**src/rtl/alu_opstage_pkg.sv**
```systemverilog
// Shared constants for the ID/EX operand stage: default widths, the hard-wired
// zero register, forwarding source indices and the statistics counter width.
package alu_opstage_pkg;

    localparam int DATA_W_DEF     = 32;
    localparam int REG_ADDR_W_DEF = 5;
    localparam int NUM_FWD_DEF    = 2;

    // Register 0 always reads as zero, so it is never a forwarding target.
    localparam int ZERO_REG = 0;

    // Forwarding source ordering: lower index is the younger result.
    localparam int FWD_EXMEM = 0;
    localparam int FWD_MEMWB = 1;

    localparam int STATS_W = 16;

endpackage

```
**src/rtl/alu_operand_stage_fwd_select.sv**
```systemverilog
// Forwarding mux for one source register: picks the youngest matching in-flight
// result, or the register-file read data when nothing matches.
module fwd_select
    import alu_opstage_pkg::*;
#(
    parameter int DATA_W     = DATA_W_DEF,
    parameter int REG_ADDR_W = REG_ADDR_W_DEF,
    parameter int NUM_FWD    = NUM_FWD_DEF
) (
    input  logic [REG_ADDR_W-1:0]         regAddr,
    input  logic [DATA_W-1:0]             regData,
    input  logic [NUM_FWD-1:0]            fwdWrEn,
    input  logic [NUM_FWD*REG_ADDR_W-1:0] fwdAddr,
    input  logic [NUM_FWD*DATA_W-1:0]     fwdData,
    output logic [DATA_W-1:0]             selData,
    output logic                          hit
);

    logic notZeroReg;

    assign notZeroReg = (regAddr != REG_ADDR_W'(ZERO_REG));

    // Walk from oldest to youngest so the lowest matching index overwrites last.
    always_comb begin
        // NOTE: every output gets a default before the loop; without it a path
        // with no match would leave the value unassigned and infer a latch.
        selData = regData;
        hit     = 1'b0;
        for (int i = NUM_FWD - 1; i >= 0; i--) begin
            if (notZeroReg && fwdWrEn[i] &&
                (fwdAddr[i*REG_ADDR_W +: REG_ADDR_W] == regAddr)) begin
                selData = fwdData[i*DATA_W +: DATA_W];
                hit     = 1'b1;
            end
        end
    end

endmodule

```
**src/rtl/alu_operand_stage.sv**
```systemverilog
// ID/EX operand latch with forwarding for both ALU sources and ALUSrc select.
// Optional forwarding-hit counter enabled by defining ALU_OPSTAGE_FWD_STATS_EN.
module alu_operand_stage
    import alu_opstage_pkg::*;
#(
    parameter int DATA_W     = DATA_W_DEF,
    parameter int NUM_FWD    = NUM_FWD_DEF,
    parameter int REG_ADDR_W = REG_ADDR_W_DEF
) (
    input  logic                          clk,
    input  logic                          rst,
    input  logic                          in_valid,
    input  logic                          stall,
    input  logic                          flush,
    input  logic [REG_ADDR_W-1:0]         rs_addr,
    input  logic [REG_ADDR_W-1:0]         rt_addr,
    input  logic [DATA_W-1:0]             rs_data,
    input  logic [DATA_W-1:0]             rt_data,
    input  logic [DATA_W-1:0]             imm,
    input  logic                          alu_src,
    input  logic [NUM_FWD-1:0]            fwd_wr_en,
    input  logic [NUM_FWD*REG_ADDR_W-1:0] fwd_addr,
    input  logic [NUM_FWD*DATA_W-1:0]     fwd_data,
    output logic [DATA_W-1:0]             op_a,
    output logic [DATA_W-1:0]             op_b,
    output logic [DATA_W-1:0]             store_data,
    output logic                          out_valid
`ifdef ALU_OPSTAGE_FWD_STATS_EN
    ,
    output logic [STATS_W-1:0]            fwd_hit_cnt
`endif
);

    logic [DATA_W-1:0] fwdA;
    logic [DATA_W-1:0] fwdRt;
    logic [DATA_W-1:0] selB;
    logic              hitA;
    logic              hitRt;
    logic              loadEn;

    fwd_select #(
        .DATA_W     (DATA_W),
        .REG_ADDR_W (REG_ADDR_W),
        .NUM_FWD    (NUM_FWD)
    ) uFwdA (
        .regAddr (rs_addr),
        .regData (rs_data),
        .fwdWrEn (fwd_wr_en),
        .fwdAddr (fwd_addr),
        .fwdData (fwd_data),
        .selData (fwdA),
        .hit     (hitA)
    );

    fwd_select #(
        .DATA_W     (DATA_W),
        .REG_ADDR_W (REG_ADDR_W),
        .NUM_FWD    (NUM_FWD)
    ) uFwdRt (
        .regAddr (rt_addr),
        .regData (rt_data),
        .fwdWrEn (fwd_wr_en),
        .fwdAddr (fwd_addr),
        .fwdData (fwd_data),
        .selData (fwdRt),
        .hit     (hitRt)
    );

    assign selB   = alu_src ? imm : fwdRt;
    assign loadEn = !flush && !stall;

    always_ff @(posedge clk or posedge rst) begin
        // NOTE: state uses non-blocking assignments so every register samples
        // pre-edge values regardless of statement order.
        if (rst) begin
            op_a       <= '0;
            op_b       <= '0;
            store_data <= '0;
            out_valid  <= 1'b0;
        end else if (flush) begin
            op_a       <= '0;
            op_b       <= '0;
            store_data <= '0;
            out_valid  <= 1'b0;
        end else if (!stall) begin
            op_a       <= fwdA;
            op_b       <= selB;
            store_data <= fwdRt;
            out_valid  <= in_valid;
        end
    end

`ifdef ALU_OPSTAGE_FWD_STATS_EN
    logic fwdUsed;

    // Operand B's forwarded rt only counts when the ALU actually consumes it.
    assign fwdUsed = hitA || (hitRt && !alu_src);

    always_ff @(posedge clk or posedge rst) begin
        if (rst) begin
            fwd_hit_cnt <= '0;
        end else if (loadEn && in_valid && fwdUsed && (fwd_hit_cnt != '1)) begin
            fwd_hit_cnt <= fwd_hit_cnt + 1'b1;
        end
    end
`else
    logic unusedHits;

    assign unusedHits = hitA ^ hitRt ^ loadEn;
`endif

endmodule

```
**config.mk**
```make
export PLATFORM = sky130hd
export DESIGN_NAME = alu_operand_stage
export DESIGN_NICKNAME = d
export VERILOG_FILES = /design/src/rtl/alu_opstage_pkg.sv /design/src/rtl/alu_operand_stage_fwd_select.sv /design/src/rtl/alu_operand_stage.sv
export SDC_FILE = /design/constraint.sdc
export NUM_CORES = 1
export LEC_CHECK = 0
export CAP_MARGIN = 25
export CORE_MARGIN = 3
export CORE_UTILIZATION = 44
export CTS_BUF_LIST = sky130_fd_sc_hd__clkbuf_8
export CTS_CLUSTER_SIZE = 40
export DETAILED_ROUTE_END_ITERATION = 8
export PLACE_DENSITY = 0.84
export SETUP_SLACK_MARGIN = 0.1
export SKIP_CTS_REPAIR_TIMING = 1
export SYNTH_ARGS = -nofsm -noshare
export SYNTH_HDL_FRONTEND = slang
export SYNTH_HIERARCHICAL = 1
export SYNTH_SLANG_ARGS = --single-unit
```
**constraint.sdc**
```tcl
create_clock -name clk -period 3.55 [get_ports clk]
set_input_delay 0.71 -clock clk [delete_from_list [all_inputs] [get_ports clk]]
set_output_delay 0.71 -clock clk [all_outputs]
set_load 0.01 [all_outputs]
```
Word level (Yosys, flattened, before mapping)
Index checks and enable logic that the tools add are counted.
W data, S select, Z words.
{"block": "word_totals", "mem_count": 0, "in_bits": 188, "mem_bits_rw": 0, "output_inout_bits": 97, "latchBits": 0, "romBits": 0, "ff_bits": 97, "elab_cells": 32}
{"block": "classes", "n_div": 0, "n_mul": 0, "shifts": 0, "n_reduce_logical": 10, "order_cmp": 0, "eq_ne": 5, "n_bitwise": 0, "n_addsub": 0, "n_mux": 13}
{"operator": "$mux W32", "n": 11}
{"operator": "$eq A5 B5 Y1", "n": 4}
{"operator": "$reduce_bool A5 Y1", "n": 2}
{"operator": "$logic_and A1 B1 Y1", "n": 8}
{"operator": "$mux W1", "n": 2}
{"operator": "$ne A2 B1 Y1 const B", "n": 1}

Depth between registers and ports, before layout
{"block": "logic_depth", "ltp_word": 8, "ltp_mapped": 8, "depth_no_buf": 6}

Modules after synthesis
Netlist, hierarchy kept.
{"module": "alu_operand_stage", "cells_each": 354, "area_per_inst_um2": 4325.4, "n_inst": 1}
{"module": "fwd_select", "cells_each": 170, "area_per_inst_um2": 984.7, "n_inst": 2}

Worst setup path before layout
OpenSTA, ideal clock, no wires.
{"block": "synth_path", "path_type": "in2reg", "start": "input rt_addr[1]", "end": "register op_b[10]", "setup_slack_ps": 1241, "required_time_ps": 3456, "path_buffers": 1, "path_stages": 7, "arrival_ps": 2215, "path_cell_list": "or4_4 > o211ai_2 > buf_2 > nor3_1 > a31oi_1 > mux2i_1 > a211oi_1"}
{"block": "synth_via", "elab_chain_cells": 8}
{"element": "start: declaration", "line_no": "alu_operand_stage.sv:16", "text": "input logic [REG_ADDR_W-1:0] rt_addr,"}
{"element": "$reduce_bool A5 Y1", "line_no": "alu_operand_stage_fwd_select.sv:21", "text": "assign notZeroReg = (regAddr != REG_ADDR_W'(ZERO_REG));"}
{"element": "$logic_and A1 B1 Y1 (2 in a row)", "line_no": "alu_operand_stage_fwd_select.sv:30", "text": "if (notZeroReg && fwdWrEn[i] &&"}
{"element": "$mux W32", "line_no": "alu_operand_stage_fwd_select.sv:30"}
{"element": "$mux W32 (*)", "line_no": "alu_operand_stage_fwd_select.sv:30"}
{"element": "via fwdRt[10]", "line_no": "alu_operand_stage.sv:35", "text": "logic [DATA_W-1:0] fwdRt;"}
{"element": "$mux W32 (*)", "line_no": "alu_operand_stage.sv:69", "text": "assign selB = alu_src ? imm : fwdRt;"}
{"element": "$mux W32 (*)", "line_no": "alu_operand_stage.sv:85", "text": "end else if (!stall) begin"}
{"element": "$mux W32 (*)", "line_no": "alu_operand_stage.sv:80", "text": "end else if (flush) begin"}
{"element": "end signal: assignment", "line_no": "alu_operand_stage.sv:87", "text": "op_b <= selB;"}
{"element": "end: declaration", "line_no": "alu_operand_stage.sv:25", "text": "output logic [DATA_W-1:0] op_b,"}
Mark *: on every way through the listed nets, which the timed path passes. The rest lies on a longest branch. The select of a mux whose other input is x is not followed.
A chain may end at the register's enable or synchronous reset.

Final worst setup path
{"block": "layout_path", "start": "input rt_addr[1]", "end": "register op_b[4]"}
Same word-level chain as after synthesis.

==> results by group <==
Routing
  – Pre-Repair DR Iteration Count: 5
  – Drt wl/cell: 21.5 um
  – Vias/cell: 5.90
  – DRT antenna net count: 0
  – WL final: 24,100 um
  – Iter 0 DRT Violations: 711
  – Routed vias: 6,620
  – DRC viols: 0

STA
  – Setup TNS: 0 ns
  – Worst slew pin tran: 1.06 ns
  – Max Clock Skew: 0 ns
  – RSZ-0062 raised after global routing: false
  – Slew margin rel.: 29.5%
  – Final setup viols: 0
  – Highest Clock Rate: 344 MHz
  – Fin crit period: 2.91 ns
  – Hold violation total from the final report: 0
  – Tcrit/Tclk final: 82.0%
  – Final Slew Violations: 0
  – Final worst slack: 0.640 ns

Finish
  – Area Growth Syn to Fin: 49.2%
  – Multi-input logic area: 0.00338 mm^2
  – Commonest cells after routing, fill and taps aside: clkdlybuf4s50_1, mux2i_1, dfrtp_1
  – Proportion of layout cells with a drive suffix above 1: 5.42%
  – Fin nets: 1,124
  – Most common cell after layout, fill and taps aside: clkdlybuf4s50_1
  – Layout Utilization: 67.3%
  – Fillcell total: 1,154
  – Register area: 0.00243 mm^2

Yosys
  – Mapped cell area: 0.00628 mm^2
  – Yosys warnings: 6
  – Synth Instances: 692
  – Synthesized net count: 880
  – Mean Syn Cell Area: 9.08 um^2

Worst setup path
  – Startpoint types: input port
  – Setup CP Type: input port to flip-flop
  – R2R setup slack: 2.79 ns
  – WP data required: 3.83 ns
  – Crit path max fanout: 32
  – Worst Path Arrival: 3.19 ns
  – Worst setup EP type: flip-flop

Floorplan
  – Die Ht: 126 um
  – Die ar.: 0.0158 mm^2
  – Core area: 0.0139 mm^2
  – Die X: 126 um
  – Initial Util: 45.1%
  – Row count: 43
  – # IOs: 285

Clock network
  – CTS Buf Count: 9
  – CTS root buf: clkbuf_8
  – H-tree depth: 3
  – Sinks on Clock Net: 97
  – Clock Latency Late Sink: 0.36 ns
  – Clock Path Buffers: 2
  – CTS tree: built
  – Clk slew on worst S/H paths: 0.09 ns

Global routing
  – First-pass GRT wire length: 37,500 um
  – Largest net degree at the start of global routing: 98
  – Initial antenna violation count: 0
  – Vias in the first global route: 6,557
  – Overall routing resource usage: 30.0%
  – Grt ovf: 0

Run
  – Max-Cap Viols: 0

Outcome
  – Status: finished, final reports clean

Power
  – Power per cell area: 323 mW/mm^2
  – VDD IR-drop max: 0.156 mV
  – P_leak: 3.74 nW
  – Total power: 3.03 mW

Worst hold path
  – Tightest Hold Check Type: flip-flop to flip-flop

Place
  – Dpl hpwl: 17,500 um
  – GPL Wtd Cong: 0.978
  – PortBufs: 284
  – DP Worst Slack: 0.300 ns
power by group:
group	switching, mW	leakage, nW	internal, mW
registers	0.0443	1.28	1.18
clock network	0.400	0.124	0.484
logic	0.443	2.34	0.481
total	0.887	3.74	2.14
final cells by class:
cell class | count | share of cell area [%]
clock buffers | 10 | 1.47
inverters | 2 | 0.107
well taps | 180 | 2.40
diodes | 1 | 0.0267
multi-input cells | 518 | 36.1
repair buffers | 308 | 32.9
clock inverters | 6 | 1.13
flip-flops and latches | 97 | 25.9
final timing paths:
kind | startpoint | end | depth (start not counted)
worst max register to register | op_a[11]$_DFFE_PP0P_ | op_a[11]$_DFFE_PP0P_ | 2
min in group asynchronous | rst | op_b[13]$_DFFE_PP0P_ | 2
worst min-delay path | op_a[10]$_DFFE_PP0P_ | op_a[10]$_DFFE_PP0P_ | 2
worst min register to register | op_a[10]$_DFFE_PP0P_ | op_a[10]$_DFFE_PP0P_ | 2
max in group asynchronous | rst | op_a[22]$_DFFE_PP0P_ | 3
worst max-delay path | rt_addr[1] | op_b[4]$_DFFE_PP0P_ | 8
worst max-delay path, stage by stage:
cell,delay [ns]
clkdlybuf4s50_1,0.49
or4_4,0.62
o211ai_4,0.20
buf_12,0.21
o21ai_1,0.08
a31oi_1,0.47
mux2i_1,0.14
a211oi_1,0.26
flip-flops by register name, indices dropped and copies added (netlist names):
name and flops:
op_a 32, op_b 32, store_data 32, out_valid 1
metal layers:
layer,up-vias,global-route usage (%),share of wire [%]
li1,3031,-,-
met1,3138,41.8,42
met2,382,44.2,44
met3,69,6.66,9.2
met4,0,14.3,4.8
met5,-,0,0
metrics by stage:
step | hold WS, ns | cells | area [um^2]
6_report | 0.531 | 1122 | 9380
5_1_grt | 0.560 | 1121 | 9370
4_1_cts | 0.534 | 1120 | 9350
3_5_place_dp | 0.513 | 1104 | 9100
3_3_place_gp | 0.502 | 1104 | 9100
2_1_floorplan | 0.559 | 692 | 6280
Note: power is estimated with default switching activity, not from simulation.
